### config.mk
export PLATFORM = sky130hd
export DESIGN_NAME = core_sequencer
export DESIGN_NICKNAME = d
export VERILOG_FILES = /design/src/rtl/core_sequencer.sv
export SDC_FILE = /design/constraint.sdc
export NUM_CORES = 1
export LEC_CHECK = 0
export CORE_AREA = 2 2 65 79
export DETAILED_ROUTE_END_ITERATION = 8
export DIE_AREA = 0 0 67 81
export GPL_TIMING_DRIVEN = 1
export PLACE_DENSITY = 0.77
export SYNTH_ARGS = -nofsm -noshare
export SYNTH_HDL_FRONTEND = slang
export SYNTH_SLANG_ARGS = --single-unit
### constraint.sdc
create_clock -name clk -period 2 [get_ports clk]
set_input_delay 0.3 -clock clk [delete_from_list [all_inputs] [get_ports clk]]
set_output_delay 0.3 -clock clk [all_outputs]
set_load 0.02 [all_outputs]
### src/rtl/core_sequencer.sv
// -----------------------------------------------------------------------------
// core_sequencer
//   Multi-cycle control FSM for the rv32i core. It steps each instruction
//   through FETCH -> DECODE -> EXEC -> (MEM) -> WB around the registered
//   decoder. It handshakes with instruction and data memory and generates the
//   IR, PC and register-file write strobes. It also counts retired
//   instructions and traps memory time-outs into a sticky error state.
//
//   Memory handshake: a request (imem_req / dmem_req) stays high for every
//   cycle the FSM sits in FETCH / MEM. A cycle with the request high and the
//   matching ack high completes the transfer. Acks seen in any other state are
//   ignored.
//
// Parameters
//   MEM_TIMEOUT  max cycles a FETCH/MEM request waits for ack (>= 1)
//   CNT_W        width of the retired-instruction counter
//
// Ports
//   clk, rst            clock; synchronous active-high reset
//   run                 1 = execute, 0 = stop at the next instruction boundary
//   imem_req/imem_ack   instruction fetch request / data valid
//   ir_we               latch the fetched word into IR
//   is_load, is_store,
//   is_halt, reg_we     registered decoder outputs
//   br_taken            branch condition true, or JAL/JALR
//   dmem_req/dmem_we    data request / write qualifier
//   dmem_ack            data access complete
//   rf_we, pc_we        register-file and PC write strobes
//   pc_sel              0 = PC+4, 1 = ALU target
//   state               current FSM state (debug)
//   halted              core is in HALT
//   err                 sticky memory time-out flag
//   retired             instructions retired since reset (wraps)
// -----------------------------------------------------------------------------
module core_sequencer #(
   parameter int MEM_TIMEOUT = 255,
   parameter int CNT_W       = 32
) (
   input  logic             clk,
   input  logic             rst,
   input  logic             run,
   output logic             imem_req,
   input  logic             imem_ack,
   output logic             ir_we,
   input  logic             is_load,
   input  logic             is_store,
   input  logic             is_halt,
   input  logic             reg_we,
   input  logic             br_taken,
   output logic             dmem_req,
   output logic             dmem_we,
   input  logic             dmem_ack,
   output logic             rf_we,
   output logic             pc_we,
   output logic             pc_sel,
   output logic [2:0]       state,
   output logic             halted,
   output logic             err,
   output logic [CNT_W-1:0] retired
);

   typedef enum logic [2:0] {
      S_IDLE   = 3'd0,
      S_FETCH  = 3'd1,
      S_DECODE = 3'd2,
      S_EXEC   = 3'd3,
      S_MEM    = 3'd4,
      S_WB     = 3'd5,
      S_HALT   = 3'd6,
      S_ERROR  = 3'd7
   } state_t;

   // The wait counter only has to reach MEM_TIMEOUT-1: the cycle that would
   // make it reach MEM_TIMEOUT is the one that decides the time-out.
   localparam int                WAIT_W    = (MEM_TIMEOUT > 1) ? $clog2(MEM_TIMEOUT) : 1;
   localparam logic [WAIT_W-1:0] WAIT_LAST = WAIT_W'(MEM_TIMEOUT - 1);

   state_t             st;
   logic [WAIT_W-1:0]  wait_cnt;
   logic               err_q;
   logic [CNT_W-1:0]   retired_q;

   always_ff @(posedge clk) begin
      if (rst) begin
         st        <= S_IDLE;
         wait_cnt  <= '0;
         err_q     <= 1'b0;
         retired_q <= '0;
      end else begin
         case (st)
            S_IDLE: begin
               if (run) begin
                  st       <= S_FETCH;
                  wait_cnt <= '0;
               end
            end
            S_FETCH: begin
               // An ack on the limit cycle still wins over the time-out.
               if (imem_ack) begin
                  st <= S_DECODE;
               end else if (wait_cnt == WAIT_LAST) begin
                  st    <= S_ERROR;
                  err_q <= 1'b1;
               end else begin
                  wait_cnt <= wait_cnt + WAIT_W'(1);
               end
            end
            S_DECODE: begin
               st <= S_EXEC;
            end
            S_EXEC: begin
               if (is_halt) begin
                  st <= S_HALT;
               end else if (is_load || is_store) begin
                  st       <= S_MEM;
                  wait_cnt <= '0;
               end else begin
                  st <= S_WB;
               end
            end
            S_MEM: begin
               if (dmem_ack) begin
                  st <= S_WB;
               end else if (wait_cnt == WAIT_LAST) begin
                  st    <= S_ERROR;
                  err_q <= 1'b1;
               end else begin
                  wait_cnt <= wait_cnt + WAIT_W'(1);
               end
            end
            S_WB: begin
               retired_q <= retired_q + CNT_W'(1);
               if (run) begin
                  st       <= S_FETCH;
                  wait_cnt <= '0;
               end else begin
                  st <= S_IDLE;
               end
            end
            // HALT and ERROR only leave through rst.
            S_HALT:  st <= S_HALT;
            S_ERROR: st <= S_ERROR;
            default: st <= S_IDLE;
         endcase
      end
   end

   // Strobes are decoded from the current state so they drop in the same
   // cycle a reset or state change takes effect.
   assign imem_req = (st == S_FETCH);
   assign ir_we    = (st == S_FETCH) && imem_ack;
   assign dmem_req = (st == S_MEM);
   assign dmem_we  = (st == S_MEM) && is_store;
   assign rf_we    = (st == S_WB) && reg_we && !is_store;
   assign pc_we    = (st == S_WB);
   assign pc_sel   = (st == S_WB) && br_taken;

   assign state    = st;
   assign halted   = (st == S_HALT);
   assign err      = err_q;
   assign retired  = retired_q;

endmodule

Word level (Yosys, flattened, before mapping)
Cells that the tools add are included.
W data, S select, Z words.

cells by class
  $add $sub $neg = 2
  eq/ne operators = 14
  multiplexer cells = 19
  reductions and logical operators = 13

operator list
  operator                 number
  $mux W8                  6
  $add A32 B1 Y32 const B  1
  $pmux W8 S4              1
  $pmux W3 S8              1
  $eq A3 B3 Y1 const B     4
  $mux W3                  4
  $ne A2 B2 Y1 const B     5
  $add A8 B1 Y8 const B    1
  $eq A8 B8 Y1 const B     1
  $eq A3 B2 Y1 const B     2
  $reduce_and A6 Y1        1
  $logic_and A1 B1 Y1      5
  $mux W1                  5
  $reduce_bool A4 Y1       1
  $eq A3 B1 Y1 const B     1
  $logic_not A3 Y1         1
  $reduce_and A3 Y1        1
  $mux W2                  1
  $ne A2 B1 Y1 const B     1
  $pmux W1 S2              1
  $reduce_bool A2 Y1       1
  $reduce_or A2 Y1         1
  $logic_not A1 Y1         1
  $logic_or A1 B1 Y1       1

word-level totals
  bits in registers = 44
  bits of input ports = 10
  output and inout port bits = 44
  word-level logic and storage cells = 52

Longest topological paths before layout
  depth after elaboration = 4
  gate-level depth with buffers = 7

Least setup slack after synthesis
OpenSTA, ideal clock, no wires.

  kind = reg2reg
  from = register st[0], in the netlist state[0]
  to = register retired_q[26], in the netlist retired[26]
  arrival time = 1839 ps
  setup slack = 34 ps
  cell stages (with the launch flop) = 8
  period minus slack after synthesis = 1966 ps
  cell sequence = dfxtp_1 > buf_2 > nand4b_4 > or4_4 > buf_6 > nor3_1 > xnor2_1 > nor2_1

between the ends
  longest elaborated chain between the ends = 1

ends and longest elaborated chain
  item                      line  text
  start: declaration        78    state_t st;
  start signal: assignment  85    st <= S_IDLE;
  start signal: assignment  93    st <= S_FETCH;
  start signal: assignment  100   st <= S_DECODE;
  $eq A3 B3 Y1              90    case (st)
  end signal: assignment    132   retired_q <= retired_q + CNT_W'(1);
  end: declaration          81    logic [CNT_W-1:0] retired_q;

Every way passes these cells.
A chain may end at the register's enable or synchronous reset.

Final worst setup path
  from = register retired_q[1], in the netlist retired[1]
  to = register retired_q[28], in the netlist retired[28]

between the ends
  longest elaborated chain between the ends = 1

ends and longest elaborated chain
  item             line
  $add A32 B1 Y32  132

Every way passes these cells.

==> results_dict.tcl <==
set metrics [dict create \
    clock.fmax_mhz 526.1 \
    drive_gt1_share_pct 14.88 \
    gp_congestion 0.8680 \
    clock-sinks 44 \
    cts.htree.levels 2 \
    fillers 410 \
    finalNetCount 348 \
    holdPathStages 2 \
    cts_buffer_depth 2 \
    synth_most_common_cell "dfxtp_1" \
    ys_warn_count 0 \
    cts_hold_buf 0 \
    cts_root_buf "clkbuf_8" \
    syn_inst 265 \
    die_area_sq_um 5427 \
    peakVddDrop_mv 0.2987 \
    dr_wl_met3_um 379 \
    io_pins 54 \
    cts_tree "built" \
    drt-wirelength-per-cell_um 13.62 \
    insertion_delay_ns 0.29 \
    synth_top_area_cell "dfxtp_1" \
    cp_max_fo 13 \
    vias 2098 \
    n_antenna_cell 0 \
    chipWidth_um 67 \
    drcViolationCount 0 \
    async_flop_share_pct 0 \
    core_area_sq_um 4765 \
    synth_edf_count 0 \
    synth_seq_cells 44 \
    netlist_area_sq_um 2223 \
    pre_cts_ws_ns -0.1490 \
    ys_seq_area_share_pct 39.62 \
    period_minus_slack_ns 1.901 \
    drt_wl_total_mm 5.393 \
    whs_ns 0.5088 \
    cts_buffers 5 \
    clk_pin_slew_ns 0.08 \
    tightest_slew_ns 0.3926 \
    final-instance-count-excl-fill 396 \
    synth-main-ff-cell "dfxtp_1" \
    track_usage_pct 19.92 \
    grt_pass1_wl_mm 8.431 \
    antenna_found_initial 0 \
    ant_nets 0 \
    slew_viol_final 0 \
    post-place-cells 384 \
    hold_viol 0 \
    yosysUniqueCellTypes 44 \
    r2r_cells 6 \
    cp-end-kind "flop" \
    maxCapViolCount 0 \
    start_util_pct 46.66 \
    leakagePower_nw 1.244 \
    dr.pass1.iters 4 \
    grt_pass1_vias 1918 \
    rows 28 \
    status "complete, no violations" \
    powerDensity_nw_per_um2 513.9 \
    routed_via_density 5.298 \
    startpoint_type "flop" \
    area_delta_synth_final_pct 39.56 \
    max_slew_margin_pct 73.82 \
    critPathKind "reg2reg" \
    syn_nets 278 \
    dp_hpwl_mm 3.629 \
    power_w 0.001595 \
    drtIter0Drc 81 \
    critPathArrivalTime_ns 2.07 \
    synth_commonest_cells "dfxtp_1 (44), nor2_1 (41), nand2_1 (16), xor2_1 (16), xnor2_1 (15)" \
    synth_area_leaders "dfxtp_1 (40%), nor2_1 (6.9%), xor2_1 (6.3%), xnor2_1 (5.9%), nand4_1 (3.7%)" \
    die_h_um 81 \
    finalSetupTns_ns 0 \
    synth_top_area_share_pct 39.62 \
    required_ns 2.17 \
    setup_viol 0 \
    grt_max_degree 38 \
    syn_area_per_cell_sq_um 8.390 \
    port_buffers 53 \
    hp-class "reg2reg" \
    finalCritPeriodShare_pct 95.03 \
    skew_ns 0.008480 \
    setup_slack_ns 0.09935 \
    rsz0062_at_grt "yes" \
    overflow 0 \
    dr.max_layer_used "met4" \
    routed-wl-met2_mm 2.618 \
    met1_length_mm 2.334 \
]
==> cell type report <==
type	count	area, sq um	area share (%)
Clock buffer	6	82.58	2.661
Clock inverter	2	10.01	0.3226
Inverter	10	37.54	1.210
Multi-Input combinational cell	198	1297	41.81
Sequential cell	44	887.1	28.59
Tap cell	60	75.07	2.419
Timing Repair Buffer	76	713.2	22.98
==> repair_timing <==
| action | CTS | global route |
|---|---|---|
| resized for setup | 7 | 17 |
| pin swaps | 0 | 4 |
| buffers inserted | 0 | 3 |
| gates cloned | 0 | 1 |
| endpoints found under the setup margin | 9 | 13 |
==> critical path, stage by stage (launching register included) <==
cell     delay, ns
dfxtp_1       0.37
ha_1          0.19
inv_1         0.06
or4_4         0.64
nor4_4        0.31
xnor2_1       0.15
nor2_1        0.06
==> metal layers <==
metal  up-vias  GRT usage, %
li1       1064             -
met1       966         23.70
met2        62         34.65
met3         6         4.986
met4         0         6.531
met5         -             0
==> layout by cell type (no fill, tap or decap), types with 6 or more instances in the layout <==
| master | instances |
|---|---|
| clkdlybuf4s50_1 | 45 |
| nor2_1 | 41 |
| dfxtp_1 | 41 |
| buf_4 | 20 |
| nand2_1 | 16 |
| xor2_1 | 16 |
| xnor2_1 | 15 |
| nand4_1 | 13 |
| inv_1 | 10 |
| nand3_1 | 9 |
| a21oi_1 | 9 |
| and3_1 | 8 |
| nor3_1 | 7 |
| o21ai_0 | 7 |
| clkbuf_8 | 6 |
==> sequential cells by signal (all words and copies together) (netlist names) <==
register  flops
wait_cnt      8
state         3
retired      32
err           1
==> worst paths after layout <==
| path | start | end | slack (ns) |
|---|---|---|---|
| setup / recovery | retired[1] | retired[28] | 0.1 |
| hold / removal | wait_cnt[4] | wait_cnt[4] | 0.51 |
| setup reg to reg | retired[1] | retired[28] | 0.1 |
| hold reg to reg | wait_cnt[4] | wait_cnt[4] | 0.51 |
==> per-stage QoR <==
| stage | utilization [%] | instance area [sq um] |
|---|---|---|
| floorplan | - | 2223 |
| global placement | 61.06 | 2909 |
| detailed placement | 61.06 | 2909 |
| CTS | 62.97 | 3000 |
| global route | 65.13 | 3103 |
| finish | 65.13 | 3103 |
==> cells by family (layout without fill, tap and decap cells) <==
family / count (synthesis) / after routing / share of synthesized area, %
mux: 2 / 2 / 0.9567
simple gates: 128 / 128 / 31.40
buf+inv: 23 / 94 / 4.784
compound gates: 34 / 34 / 9.342
flops: 44 / 44 / 39.62
fa+ha+maj: 3 / 3 / 1.688
xor+xnor: 31 / 31 / 12.21
==> power by group <==
group / leakage (nW) / switching, W / internal (W)
sequential: 0.356 / 0.00000631 / 0.000879
clock: 0.0510 / 0.000294 / 0.000276
combinational: 0.837 / 0.0000724 / 0.0000674
Note: power is estimated with default switching activity, not from simulation.
